`src/rtl/decode38_hold_pkg.sv`:
```
// Shared FSM encoding and counter sizing for the hold-style one-hot decoder.
// Both the HOLD and GAP phases are timed by one down-counter sized here.
package decode38_hold_pkg;

   typedef enum logic [1:0] {
      ST_IDLE = 2'd0,
      ST_HOLD = 2'd1,
      ST_GAP  = 2'd2
   } state_t;

   // Counter must represent max(hold, gap); never narrower than one bit.
   function automatic int cnt_width(input int hold, input int gap);
      int m;
      int w;
      m = (hold > gap) ? hold : gap;
      w = $clog2(m + 1);
      return (w < 1) ? 1 : w;
   endfunction

endpackage

```
`src/rtl/decode38_hold_dec_onehot.sv`:
```
// Combinational N-to-2**N one-hot decoder with an enable gate.
// Output is all-zero when disabled, so at most one bit is ever set.
module dec_onehot #(
   parameter int N = 3
) (
   input  logic            en_i,
   input  logic [N-1:0]    code_i,
   output logic [2**N-1:0] onehot_o
);

   always_comb begin
      onehot_o = '0;
      if (en_i) begin
         onehot_o[code_i] = 1'b1;
      end
   end

endmodule

```
`src/rtl/decode38_hold.sv`:
```
// Registered one-hot decoder: holds the decoded line HOLD cycles, then forces
// GAP all-zero cycles; in_ready is low for the whole hold+gap window.
module decode38_hold
   import decode38_hold_pkg::*;
#(
   parameter int N    = 3,
   parameter int HOLD = 4,
   parameter int GAP  = 1
) (
   input  logic            clk,
   input  logic            rst,
   input  logic            en,
   input  logic            in_valid,
   output logic            in_ready,
   input  logic [N-1:0]    code,
   output logic [2**N-1:0] y,
   output logic            y_valid,
   output logic            done
);

   localparam int W  = 2**N;
   localparam int CW = cnt_width(HOLD, GAP);

   localparam logic [CW-1:0] HOLD_LD = CW'(HOLD - 1);
   localparam logic [CW-1:0] GAP_LD  = CW'((GAP > 0) ? GAP - 1 : 0);
   localparam logic [CW-1:0] CNT_ONE = CW'(1);

   state_t        state_q, state_d;
   logic [CW-1:0] cnt_q, cnt_d;
   logic [W-1:0]  y_q, y_d;
   logic [W-1:0]  dec_y;
   logic          accept;
   logic          cnt_zero;

   assign in_ready = en && (state_q == ST_IDLE);
   assign accept   = in_valid && in_ready;
   assign cnt_zero = (cnt_q == '0);

   // Decoder only enabled on accept, so code is looked at nowhere else.
   dec_onehot #(
      .N (N)
   ) u_dec (
      .en_i     (accept),
      .code_i   (code),
      .onehot_o (dec_y)
   );

   always_comb begin
      state_d = state_q;
      cnt_d   = cnt_q;
      y_d     = y_q;
      if (!en) begin
         state_d = ST_IDLE;
         cnt_d   = '0;
         y_d     = '0;
      end else begin
         case (state_q)
            ST_IDLE: begin
               if (accept) begin
                  state_d = ST_HOLD;
                  cnt_d   = HOLD_LD;
                  y_d     = dec_y;
               end
            end
            ST_HOLD: begin
               if (cnt_zero) begin
                  y_d = '0;
                  if (GAP > 0) begin
                     state_d = ST_GAP;
                     cnt_d   = GAP_LD;
                  end else begin
                     state_d = ST_IDLE;
                     cnt_d   = '0;
                  end
               end else begin
                  cnt_d = cnt_q - CNT_ONE;
               end
            end
            ST_GAP: begin
               y_d = '0;
               if (cnt_zero) begin
                  state_d = ST_IDLE;
               end else begin
                  cnt_d = cnt_q - CNT_ONE;
               end
            end
            default: begin
               state_d = ST_IDLE;
               cnt_d   = '0;
               y_d     = '0;
            end
         endcase
      end
   end

   always_ff @(posedge clk or posedge rst) begin
      if (rst) begin
         state_q <= ST_IDLE;
         cnt_q   <= '0;
         y_q     <= '0;
      end else begin
         state_q <= state_d;
         cnt_q   <= cnt_d;
         y_q     <= y_d;
      end
   end

   // done depends only on flopped state plus en, so reset clears it at once.
   assign done    = en && (state_q == ST_HOLD) && cnt_zero;
   assign y       = y_q;
   assign y_valid = |y_q;

endmodule

```
`config.mk`:
```
export PLATFORM = sky130hd
export DESIGN_NAME = decode38_hold
export DESIGN_NICKNAME = d
export VERILOG_FILES = /design/src/rtl/decode38_hold_pkg.sv /design/src/rtl/decode38_hold_dec_onehot.sv /design/src/rtl/decode38_hold.sv
export SDC_FILE = /design/constraint.sdc
export NUM_CORES = 1
export LEC_CHECK = 0
export ABC_AREA = 1
export CAP_MARGIN = 10
export CORE_MARGIN = 4
export CORE_UTILIZATION = 51
export DETAILED_ROUTE_END_ITERATION = 6
export HOLD_SLACK_MARGIN = 0.05
export PLACE_DENSITY = 0.8
export SKIP_LAST_GASP = 1
export SLEW_MARGIN = 0
export SYNTH_ARGS = -nofsm -noshare
export SYNTH_HDL_FRONTEND = slang
export SYNTH_SLANG_ARGS = --single-unit
```
`constraint.sdc`:
```
create_clock -name clk -period 2.2 [get_ports clk]
set_input_delay 0.22 -clock clk [delete_from_list [all_inputs] [get_ports clk]]
set_output_delay 0.22 -clock clk [all_outputs]
set_load 0.1 [all_outputs]
```
==> reports/qor.csv <==
stage,metric,value,unit
timing,Worst Tran Pin Value,0.476,ns
drt,Post-route DRC,0,
die,initial core utilization,0.571,
worst_setup_path,"Max FO, Critical Path",5,
pwr,Sw Pwr,474,µW
clock_tree,H-Tree Depth,1,
logic_synthesis,simple-gate share of the synthesized area,0.346,
clock_tree,CTS tree,yes,
worst_setup_path,Arrival @ worst endpoint,1.56,ns
global_routing,vias in the first global route,663,
timing,final count of hold timing violations,0,
worst_setup_path,Reg2Reg Depth,6,
pwr,clock power share,0.152,
logic_synthesis,Post-Synth Adder-Cell Area,0.0321,
timing,fmax,562,MHz
timing,Tmin final,1.78,ns
final_layout,most frequent cells in the layout,"nand2_1 (35), inv_1 (18), dfrtp_1 (13)",
pwr,sequential power share,0.322,
die,Die W,47.1,µm
logic_synthesis,area of the mapped netlist,781,µm²
drt,via count,722,
pwr,Logic pwr share,0.526,
global_routing,largest net degree at the start of global routing,17,
drt,DR iter-0 viols,17,
worst_setup_path,reg2reg start,cnt_q[0],
logic_synthesis,largest family of logic cells by synthesized area,simple AND/OR/NAND/NOR gates,
final_layout,Final Net Count,136,
logic_synthesis,"Seq/Total Area, Yosys",0.417,
final_layout,fin cells,141,
die,number of core rows,13,
clock_tree,Longest Clk Path Bufs,2,
clock_tree,CTS root buf,clkbuf_4,
global_routing,met1 Use GR,0.270,
global_routing,initial antenna violation count,0,
logic_synthesis,Seq cells post-synth,13,
worst_hold_path,Min-Delay Path Class,input port to async pin,
final_layout,layout cells sized above 1,0.190,
global_routing,gr busiest metal,met2,
placement,IO Port Bufs,17,
global_routing,total global routing overflow,0,
outcome,status,completed,
drt,Antenna Nets Post-Route,0,
final_layout,diode count,0,
placement,placed insts,137,
pwr,internal power,484,µW
worst_setup_path,worst-path cell chain,inv_1 -> ha_1 -> nand2_1 -> nor2_2 -> buf_12,
timing,Clock Skews,0.0118,ns
worst_setup_path,crit-path max cell delay,0.41,ns
die,Core ar.,1370,µm²
clock_tree,Sink Count,13,
timing,crit share post-route,0.809,
timing,Max Slew Vio Count,0,
logic_synthesis,cells after synthesis,107,
worst_setup_path,Critical-path top delay cell,dfrtp_1,
drt,WL final,1.64,mm
placement,Placed Instance Area,953,µm²
placement,dpl hpwl,1.34,mm
clock_tree,Skew-Pair Late Insertion Delay,0.27,ns
global_routing,first-pass GRT wire length,2.88,mm
final_layout,Layout area overhead,25.5,%
clock_tree,setup repair bufs after CTS,0,
placement,setup slack at placement,0.593,ns
pwr,switching share of total power,0.495,
run,Max-Cap Viols,0,
logic_synthesis,Synth Area in Compound Gates,0.0978,
drt,routed length per instance,11.7,µm
worst_setup_path,worst setup path category,flip-flop to primary output,
pwr,"IR drop worst, VDD",0.599,mV
clock_tree,TritonCTS Buffers,3,
clock_tree,post-CTS sizing,0,
logic_synthesis,syn nets,116,
die,IO Pins,18,
logic_synthesis,XOR/XNOR Fraction of Synth Area,0,
logic_synthesis,mux cell area share after synthesis,0,
logic_synthesis,Yosys cell types,18,
global_routing,met2 Use GR,0.276,
worst_setup_path,CP Data Required Time,1.98,ns
placement,final RePlAce weighted congestion,0.857,
worst_setup_path,Startpoint Class,flip-flop,
drt,1st-pass router iterations,4,
timing,Final setup viols,0,
global_routing,all-layer global routing usage,0.183,
clock_tree,"CTS clk-pin slew, worst paths",0.09,ns
clock_tree,Post-CTS Hold Fix Bufs,0,
timing,Post-Route Setup TNS,0,ns
pwr,PwrDens,978,nW/µm²
die,die height,47.1,µm
worst_setup_path,crit end category,primary output,
drt,vias per inst,5.12,
final_layout,fin area,980,µm²
pwr,leakage,0.000525,µW
timing,setup slack after layout,0.421,ns
worst_setup_path,r2r setup slk,0.76,ns
global_routing,GR met3 Demand/Resource,0.0307,
die,full die area,2220,µm²
timing,worst hold slack,0.258,ns
logic_synthesis,Post-Syn Area per Cell,7.30,µm²
timing,unrepaired setup endpoints after global routing,false,
worst_setup_path,FF-to-FF End,y[6],
final_layout,"commonest non-fill, non-tap cell in the layout",nand2_1,
timing,max_slew headroom,0.682,
logic_synthesis,yosys warns,0,
==> registers in the layout, indices dropped and copies added (netlist names) <==
name / cells
state_q: 2
cnt_q: 3
y: 8
==> synthesized netlist by cell type <==
| master | count | share of area |
|---|---|---|
| a21oi_1 | 1 | 0.0064 |
| buf_2 | 1 | 0.0064 |
| nand2_2 | 1 | 0.0080 |
| nand2_4 | 1 | 0.014 |
| o21ai_0 | 9 | 0.058 |
| nor2_2 | 2 | 0.016 |
| nand3_4 | 1 | 0.022 |
| nand3_2 | 1 | 0.013 |
| nor2_1 | 9 | 0.043 |
| a31o_2 | 1 | 0.011 |
| inv_1 | 18 | 0.087 |
| nor4_1 | 2 | 0.016 |
| dfrtp_1 | 13 | 0.42 |
| o21ai_2 | 2 | 0.022 |
| ha_1 | 2 | 0.032 |
| nand3_1 | 7 | 0.045 |
| nand2_1 | 35 | 0.17 |
| buf_6 | 1 | 0.014 |
==> metal layers <==
layer	routed length [µm]	vias up
met2	724	14
met5	0	-
li1	-	373
met1	836	331
met3	61	4
met4	21	0
==> cell type report <==
class / instances / area [µm²]
flip-flops and latches: 13 / 325
repair buffers: 17 / 168
fillers: 118 / 387
inverters: 18 / 67.6
well taps: 15 / 18.8
multi-input cells: 74 / 374
clock buffers: 4 / 26.3
==> worst max-delay path, delay by kind of cell (launching register included) <==
family                   cells  cell delay, ns
adder cells (fa/ha/maj)      1            0.22
buffers and inverters        2            0.29
AND/OR/NAND/NOR              2            0.37
flip-flops                   1            0.41
==> cells by family after synthesis <==
logic type	after synthesis
AND/OR/NAND/NOR	59
buffers and inverters	20
adder cells (fa/ha/maj)	2
flip-flops	13
AO/OA/AOI/OAI	13
==> power by group through the flow <==
stage	combinational, µW	clock (µW)	sequential, µW
after floorplan	326	0	375
after global placement	496	0	311
after detailed placement	506	0	312
after CTS	508	147	308
after global routing	557	157	316
final	504	146	309
==> worst max-delay path by stage <==
stage,startpoint,to,slack [ns],depth (start not counted)
after floorplan,y[2],y_valid,0.22,2
after global placement,en,in_ready,0.61,4
after detailed placement,en,done,0.59,4
after CTS,cnt_q[0],done,0.43,5
after global routing,cnt_q[0],done,0.29,5
final,cnt_q[0],done,0.42,5
==> through the flow <==
step / utilization / total power (µW)
CTS: 0.717 / 962
floorplan: - / 701
global route: 0.717 / 1030
global placement: 0.698 / 807
finish: 0.717 / 958
detailed placement: 0.698 / 818
Power figures use the tool's default switching activity.
